$ cat config.mk
export PLATFORM = sky130hd
export DESIGN_NAME = draw_scheduler
export DESIGN_NICKNAME = d
export VERILOG_FILES = /design/src/rtl/draw_scheduler.sv
export SDC_FILE = /design/constraint.sdc
export NUM_CORES = 1
export LEC_CHECK = 0
export ABC_CLOCK_PERIOD_IN_PS = 6100
export CAP_MARGIN = 20
export CORE_MARGIN = 2
export CORE_UTILIZATION = 58
export CTS_BUF_LIST = sky130_fd_sc_hd__clkbuf_8
export DETAILED_ROUTE_END_ITERATION = 16
export PLACE_DENSITY = 0.87
export SYNTH_ARGS = -nofsm -noshare
export SYNTH_HDL_FRONTEND = slang
export SYNTH_SLANG_ARGS = --single-unit
$ cat constraint.sdc
create_clock -name clk -period 6.1 [get_ports clk]
set_input_delay 1.22 -clock clk [delete_from_list [all_inputs] [get_ports clk]]
set_output_delay 1.22 -clock clk [all_outputs]
set_load 0.02 [all_outputs]
$ cat src/rtl/draw_scheduler.sv
// draw_scheduler: queues sprite draw requests, steps the datapath pixel counter and runs a full-screen clear sweep.
// Latency: first drw_en 2 cycles after a request lands in an idle queue; plot follows drw_en by 1 cycle.
// Backpressure: req_ready drops when the queue is full, a clear is pending, or the clear sweep is running.
// Optional: define DRAW_SCHED_STATS_EN to add the pix_total sprite-plot counter output.
module draw_scheduler #(
  parameter int         FIFO_DEPTH = 4,
  parameter int         SCREEN_W   = 128,
  parameter int         SCREEN_H   = 120,
  parameter logic [2:0] BG_COLOUR  = 3'b000
) (
  input  logic       clk,
  input  logic       reset,
  input  logic       req_valid,
  output logic       req_ready,
  input  logic [4:0] req_img,
  input  logic [6:0] req_x,
  input  logic [6:0] req_y,
  input  logic [2:0] req_colour,
  input  logic       clear_req,
  output logic       drw_en,
  output logic [4:0] drw_img,
  output logic [6:0] drw_sx,
  output logic [6:0] drw_sy,
  output logic [3:0] drw_counter,
  input  logic [6:0] dp_x,
  input  logic [6:0] dp_y,
  output logic [6:0] vga_x,
  output logic [6:0] vga_y,
  output logic [2:0] vga_colour,
  output logic       plot,
  output logic       sprite_done,
  output logic       busy
`ifdef DRAW_SCHED_STATS_EN
  ,
  output logic [15:0] pix_total
`endif
);

  localparam int AW = $clog2(FIFO_DEPTH);

  typedef enum logic [2:0] {IDLE, LOAD, DRAW, FLUSH, CLEAR} state_t;

  typedef struct packed {
    logic [4:0] img;
    logic [6:0] x;
    logic [6:0] y;
    logic [2:0] colour;
  } req_t;

  // Pixels per sprite; ids outside the table draw nothing.
  function automatic logic [3:0] pix_count(input logic [4:0] img);
    case (img)
      5'd1:    pix_count = 4'd9;
      5'd2:    pix_count = 4'd5;
      5'd3:    pix_count = 4'd9;
      5'd4:    pix_count = 4'd7;
      5'd5:    pix_count = 4'd7;
      5'd6:    pix_count = 4'd12;
      5'd7:    pix_count = 4'd13;
      5'd8:    pix_count = 4'd8;
      5'd9:    pix_count = 4'd11;
      5'd10:   pix_count = 4'd13;
      default: pix_count = 4'd0;
    endcase
  endfunction

  state_t        state_q, state_d;
  req_t          fifo_mem_q [FIFO_DEPTH];
  logic [AW-1:0] wr_ptr_q, rd_ptr_q;
  logic [AW:0]   fifo_cnt_q;
  req_t          work_q, work_d;
  logic [3:0]    k_q, k_d;
  logic [3:0]    last_q, last_d;
  logic [6:0]    cx_q, cx_d;
  logic [6:0]    cy_q, cy_d;
  logic          clear_pending_q, clear_pending_d;
  logic          pix_sel_q;
  logic [2:0]    pix_col_q;
  logic          sprite_done_q, done_d;

  logic          fifo_empty, fifo_full;
  logic          push, pop, flush;
  req_t          head;
  logic [3:0]    head_count;
  logic          in_clear;

  assign fifo_empty = (fifo_cnt_q == '0);
  assign fifo_full  = (fifo_cnt_q == (AW+1)'(FIFO_DEPTH));
  assign head       = fifo_mem_q[rd_ptr_q];
  assign head_count = pix_count(head.img);
  assign in_clear   = (state_q == CLEAR);
  assign pop        = (state_q == LOAD);
  // A full queue may still take a request on the cycle its head is popped.
  assign req_ready  = (!fifo_full || pop) && !clear_pending_q && !in_clear;
  assign push       = req_valid && req_ready;

  // Next-state, working-register and sweep-counter logic.
  always_comb begin
    state_d         = state_q;
    work_d          = work_q;
    k_d             = k_q;
    last_d          = last_q;
    cx_d            = cx_q;
    cy_d            = cy_q;
    clear_pending_d = clear_pending_q;
    flush           = 1'b0;
    done_d          = 1'b0;
    if (clear_req && !in_clear) clear_pending_d = 1'b1;
    case (state_q)
      IDLE: begin
        // Clear outranks queued sprites; queue contents are dropped on entry.
        if (clear_pending_q || clear_req) begin
          state_d = CLEAR;
          flush   = 1'b1;
          cx_d    = '0;
          cy_d    = '0;
        end else if (!fifo_empty) begin
          state_d = LOAD;
        end
      end
      LOAD: begin
        work_d = head;
        k_d    = '0;
        last_d = head_count - 4'd1;
        if (head_count == 4'd0) begin
          state_d = IDLE;
          done_d  = 1'b1;
        end else begin
          state_d = DRAW;
        end
      end
      DRAW: begin
        if (k_q == last_q) state_d = FLUSH;
        else               k_d     = k_q + 4'd1;
      end
      FLUSH: begin
        done_d  = 1'b1;
        state_d = IDLE;
      end
      CLEAR: begin
        if (cx_q == 7'(SCREEN_W - 1)) begin
          cx_d = '0;
          if (cy_q == 7'(SCREEN_H - 1)) begin
            cy_d            = '0;
            clear_pending_d = 1'b0;
            state_d         = IDLE;
          end else begin
            cy_d = cy_q + 7'd1;
          end
        end else begin
          cx_d = cx_q + 7'd1;
        end
      end
      default: state_d = IDLE;
    endcase
  end

  // FSM, working registers and plot-alignment pipeline.
  always_ff @(posedge clk or posedge reset) begin
    if (reset) begin
      state_q         <= IDLE;
      work_q          <= '0;
      k_q             <= '0;
      last_q          <= '0;
      cx_q            <= '0;
      cy_q            <= '0;
      clear_pending_q <= 1'b0;
      pix_sel_q       <= 1'b0;
      pix_col_q       <= '0;
      sprite_done_q   <= 1'b0;
    end else begin
      state_q         <= state_d;
      work_q          <= work_d;
      k_q             <= k_d;
      last_q          <= last_d;
      cx_q            <= cx_d;
      cy_q            <= cy_d;
      clear_pending_q <= clear_pending_d;
      pix_sel_q       <= drw_en;
      pix_col_q       <= drw_en ? work_q.colour : 3'b000;
      sprite_done_q   <= done_d;
    end
  end

  // Request queue; a flush wins over a simultaneous push.
  always_ff @(posedge clk or posedge reset) begin
    if (reset) begin
      for (int i = 0; i < FIFO_DEPTH; i++) fifo_mem_q[i] <= '0;
      wr_ptr_q   <= '0;
      rd_ptr_q   <= '0;
      fifo_cnt_q <= '0;
    end else if (flush) begin
      wr_ptr_q   <= '0;
      rd_ptr_q   <= '0;
      fifo_cnt_q <= '0;
    end else begin
      if (push) begin
        fifo_mem_q[wr_ptr_q] <= '{img: req_img, x: req_x, y: req_y, colour: req_colour};
        wr_ptr_q             <= wr_ptr_q + 1'b1;
      end
      if (pop) rd_ptr_q <= rd_ptr_q + 1'b1;
      fifo_cnt_q <= fifo_cnt_q + (AW+1)'(push) - (AW+1)'(pop);
    end
  end

  assign drw_en      = (state_q == DRAW);
  assign drw_img     = work_q.img;
  assign drw_sx      = work_q.x;
  assign drw_sy      = work_q.y;
  assign drw_counter = drw_en ? k_q : 4'd0;
  assign plot        = pix_sel_q || in_clear;
  assign vga_x       = pix_sel_q ? dp_x : (in_clear ? cx_q : 7'd0);
  assign vga_y       = pix_sel_q ? dp_y : (in_clear ? cy_q : 7'd0);
  assign vga_colour  = pix_sel_q ? pix_col_q : (in_clear ? BG_COLOUR : 3'b000);
  assign sprite_done = sprite_done_q;
  assign busy        = !((state_q == IDLE) && fifo_empty);

`ifdef DRAW_SCHED_STATS_EN
  logic [15:0] pix_total_q;

  // Saturating count of sprite plot cycles, zeroed when a clear begins.
  always_ff @(posedge clk or posedge reset) begin
    if (reset)                                  pix_total_q <= '0;
    else if (flush)                             pix_total_q <= '0;
    else if (pix_sel_q && pix_total_q != 16'hFFFF) pix_total_q <= pix_total_q + 16'd1;
  end

  assign pix_total = pix_total_q;
`endif

endmodule

### Word level (Yosys, flattened, before mapping)

Memories as Yosys holds them, arrays and structs flattened.
Cells that the tools add are included.

* memories kept: 1
* RAM bits: 0
* input bits: 40
* bits in latches: 0
* bits in registers: 148
* bits in read-only memories: 64
* logic and storage cells: 128

* eq/ne operators: 14
* bitwise operators: 3
* add/subtract/negate cells: 8
* muxes and demuxes: 42
* $lt $le $gt $ge: 3
* reductions and logical operators: 25
* div/mod/pow operators: 0
* $mul: 0
* shift-type cells: 0

Memories
* (no name shown): depth 16, bits a word 4, rd ports 1, clocked after memory_dff 0, wr ports 0, RTL line 52 `case (img)`

Operators by type and width (count)
* bitwise mux 88 bit: 1
* two-way mux 22 bit: 3
* two-way mux 7 bit: 8
* binary-select mux 22 bit (select 2 bit): 1
* demux 22 bit (select 2 bit): 1
* one-hot mux 7 bit (2 select lines): 2
* two-way mux 3 bit: 8
* adder 7 x 1 -> 7 bit, second input constant: 2
* equality test 7 bit, second input constant: 2
* two-way mux 4 bit: 3
* one-hot mux 3 bit (4 select lines): 1
* two-way mux 2 bit: 5
* one-hot mux 4 bit (2 select lines): 1
* nonzero test 2 bit: 4
* two-way mux 1 bit: 7
* equality test 3 x 2 -> 1 bit, second input constant: 2
* equality test 3 bit, second input constant: 2
* >= comparator 3 bit, second input constant: 2
* logical AND 1 bit: 6
* logical NOT 3 bit: 2
* != test 2 x 1 -> 1 bit, second input constant: 3
* NOT 2 -> 3 bit: 2
* AND reduction 2 bit: 3
* adder 2 x 1 -> 2 bit, second input constant: 2
* other kinds (16): 22

### Depth between registers and ports, before layout

* depth in word-level cells: 9
* mapped depth: 12
* mapped depth without buffers: 11

### Worst setup path after synthesis

Ideal clock, no wire load.

* kind: reg2out
* start: register state_q[0]
* end: output port vga_y[3]
* data required time: 4880 ps
* cell stages (with the launch flop): 5
* data arrival time: 1743 ps
* path slack: 3137 ps
* cell sequence: dfrtp_1 > buf_2 > or3b_2 > clkbuf_1 > o31ai_1

* cells in the longest elaborated chain, start to end: 3

RTL lines
* start, declared: RTL line 67 `state_t state_q, state_d;`
* start signal, assigned: RTL line 172 `state_q <= state_d;`
* equality test 3 bit: RTL line 91 `assign in_clear = (state_q == CLEAR);`
* two-way mux 7 bit (2 in a row): RTL line 213 `assign vga_y = pix_sel_q ? dp_y : (in_clear ? cy_q : 7'd0);`
* end, declared: RTL line 28 `output logic [6:0] vga_y,`

No other way between the ends.

### Final worst setup path

* start: register state_q[2]
* end: output port vga_x[0]

* cells in the longest elaborated chain, start to end: 3

RTL lines
* equality test 3 bit: RTL line 91
* two-way mux 7 bit (2 in a row): RTL line 212 `assign vga_x = pix_sel_q ? dp_x : (in_clear ? cx_q : 7'd0);`
* end, declared: RTL line 27 `output logic [6:0] vga_x,`

No other way between the ends.

==> impl_metrics.json <==
{
  "cts_buffers": 17,
  "grt_pass1_wl_um": 24900,
  "diodes": 0,
  "gr-total-overflow": 0,
  "grt_pass1_vias": 4887,
  "port_buffers": 84,
  "htree_num_levels": 4,
  "via_count": 4581,
  "syn_nets": 611,
  "finalSetupTns_ns": 0,
  "clkLatencyLatePin_ns": 0.46,
  "dr.pass1.iters": 5,
  "min_from": "work_q[1]",
  "finalClockSkew_ns": 0.00910,
  "drt-initial-drc-count": 347,
  "wl_per_cell_um": 18.9,
  "maxCapViolations": 0,
  "hold_class": "flop to flop",
  "required_ns": 4.88,
  "multi_input_area_um2": 3350,
  "critPathKind": "flop to output port",
  "synth.top_cells.by_area": "dfrtp_1 (50%), mux2_4 (12%), mux2_2 (7.7%)",
  "nets": 672,
  "finalHoldViolCount": 0,
  "p_leak_uw": 0.00420,
  "cts_tree": "done",
  "ff2ff_path_depth": 10,
  "dieArea_um2": 13700,
  "tightest_slew_ns": 1.08,
  "cp_max_fo": 18,
  "die_w_um": 117,
  "ys_ff_latch": 148,
  "hold_buffers": 0,
  "async_reset_ff_share_pct": 100,
  "drt-total-wl_um": 15100,
  "area.growth.synth_to_final_pct": 16.5,
  "synth_edf_count": 0,
  "yosysWarnings": 0,
  "ys_seq_area_share_pct": 49.9,
  "drtAntennaViolNets": 0,
  "antenna_found_initial": 0,
  "end_kind": "output port",
  "dpl_cell_area_um2": 8200,
  "crit_arrival_ns": 2.83,
  "cp-start-kind": "flop",
  "final_cell_area_um2": 8640,
  "hpwlAfterDp_um": 9760,
  "syn_inst": 555,
  "cts_buffer_depth": 2,
  "syn_area_per_cell_um2": 13.4,
  "min_period_ns": 4.05,
  "ys_types": 50,
  "root_buffer": "clkbuf_8",
  "rr_endpoint": "fifo_cnt_q[2]",
  "syn_area_um2": 7420,
  "slew_violations": 0,
  "vdd_drop_max_uv": 195,
  "floorplan.initialDensity_pct": 59.0,
  "yosysTopAreaCellShare_pct": 49.9,
  "pwr_density_cell_nw_per_um2": 217,
  "rsz0062_at_grt": "false",
  "postCtsResizedCells": 0,
  "post-route-drc-count": 0,
  "cts_setup_buffers": 0,
  "finalCritPeriodShare_pct": 66.4,
  "num_rows": 41,
  "io-pin-count": 85,
  "hold-path-cell-count": 1,
  "regArea_um2": 3700,
  "status": "finished clean",
  "grt_start_max_net_pins": 104,
  "final_layout_size_suffix_gt1_share_pct": 29.1,
  "hold_path_end": "pix_col_q[1]",
  "clk_pin_slew_ns": 0.08,
  "relSlewSlack_pct": 27.5,
  "fmax_ghz": 0.247,
  "r2r_slack_ns": 3.01,
  "place_congestion": 0.851,
  "synthFlopType": "dfrtp_1",
  "cts_sinks": 148,
  "routed_via_density": 5.72,
  "grt_use_total_pct": 24.1,
  "core_area_um2": 12600,
  "yosys.area.top_type": "dfrtp_1",
  "r2r-start": "state_q[2]",
  "final.fill_count": 873,
  "finalSetupViolations": 0,
  "die_h_um": 117
}
## sequential cells by signal, summed over array words and instances (netlist names), 3 cells and up
signal      flops
fifo_mem_q     88
cx_q            7
cy_q            7
drw_sx          7
drw_sy          7
drw_img         5
k_q             4
last_q          4
fifo_cnt_q      3
pix_col_q       3
state_q         3
work_q          3
## layout make-up
cell class / count / share of cell area, %
sequential: 148 / 42.9
clock inverter: 12 / 1.84
multi-input combinational: 347 / 38.8
clock buffer: 20 / 3.19
tap: 172 / 2.49
timing repair buffer: 89 / 10.2
inverter: 13 / 0.623
## logic make-up (layout without fill, tap and decap cells)
family,after synthesis,in the layout,synth area share [%]
and+or+nand+nor,115,115,8.15
muxes,138,138,27.2
xor gates and xnor gates,14,14,1.65
DFF,148,148,49.9
adders and majority gates,16,16,2.80
AOI/OAI and AO/OA,64,64,5.23
buffers and inverters,60,134,4.98
## worst max path at each step
stage / end / slack [ns] / depth (start not counted) / from
finish: vga_x[0] / 2.05 / 4 / state_q[2]
detailed placement: vga_x[0] / 2.37 / 4 / dp_x[0]
global route: vga_y[6] / 1.83 / 4 / state_q[2]
CTS: vga_x[0] / 2.01 / 4 / state_q[2]
global placement: vga_y[5] / 2.40 / 4 / dp_y[5]
floorplan: clear_pending_q / 0.90 / 1 / reset
## cell usage after synthesis (2+ instances only)
master / instances
a211o_1: 2
a21o_1: 2
a21oi_1: 11
a31oi_1: 3
and2_1: 11
and3_1: 4
buf_1: 2
buf_2: 4
buf_4: 23
buf_6: 7
clkbuf_1: 11
dfrtp_1: 148
ha_1: 15
inv_1: 13
mux2_2: 51
mux2_4: 60
mux2i_1: 5
mux4_2: 22
nand2_1: 43
nand2_4: 3
nand2b_1: 6
nand3_1: 9
nand4_1: 3
nor2_1: 17
nor2b_1: 2
nor3_1: 3
nor4b_1: 2
o211ai_1: 2
o21ai_0: 35
o31ai_1: 3
or3b_2: 2
xnor2_1: 7
xor2_1: 7
## placed cells by master, fill, tap and decap left out, types with 3 or more instances in the layout
master           count
dfrtp_1            148
clkdlybuf4s50_1     84
mux2_4              60
mux2_2              51
nand2_1             43
o21ai_0             35
mux4_2              22
clkbuf_8            20
nor2_1              16
ha_1                15
inv_1               13
a21oi_1             11
and2_1              11
nand3_1              9
xnor2_1              7
xor2_1               7
clkinv_2             7
nand2b_1             6
mux2i_1              5
buf_4                5
and3_1               4
bufinv_16            4
a31oi_1              3
nand4_1              3
nand2_4              3
nor3_1               3
o31ai_1              3
## report_power, final
| group | switching (uW) | internal [uW] |
|---|---|---|
| clock network | 363 | 472 |
| logic | 31.7 | 25.6 |
| registers | 0.593 | 981 |
| total | 396 | 1480 |
## routing by layer
layer	GRT usage [%]	wire, um
met3	5.72	742
met5	0	0
met2	40.5	7760
met4	9.02	290
met1	30.8	6340
## through the flow
step	setup slack [ns]	utilization, %	total power [uW]	cells	hold WS (ns)
CTS	2.01	68.7	1890	801	0.503
global route	1.83	68.7	1930	801	0.528
global placement	2.40	65.3	1060	769	0.476
detailed placement	2.37	65.3	1060	769	0.489
finish	2.05	68.7	1870	801	0.503
floorplan	0.900	-	1020	555	0.449
## critical path, cell delays in order, from the launching register on
cell	delay, ns
dfrtp_1	0.53
nor3b_2	0.86
nand2_1	0.14
o21ai_0	0.20
clkdlybuf4s50_1	0.64
Power figures use the tool's default switching activity.
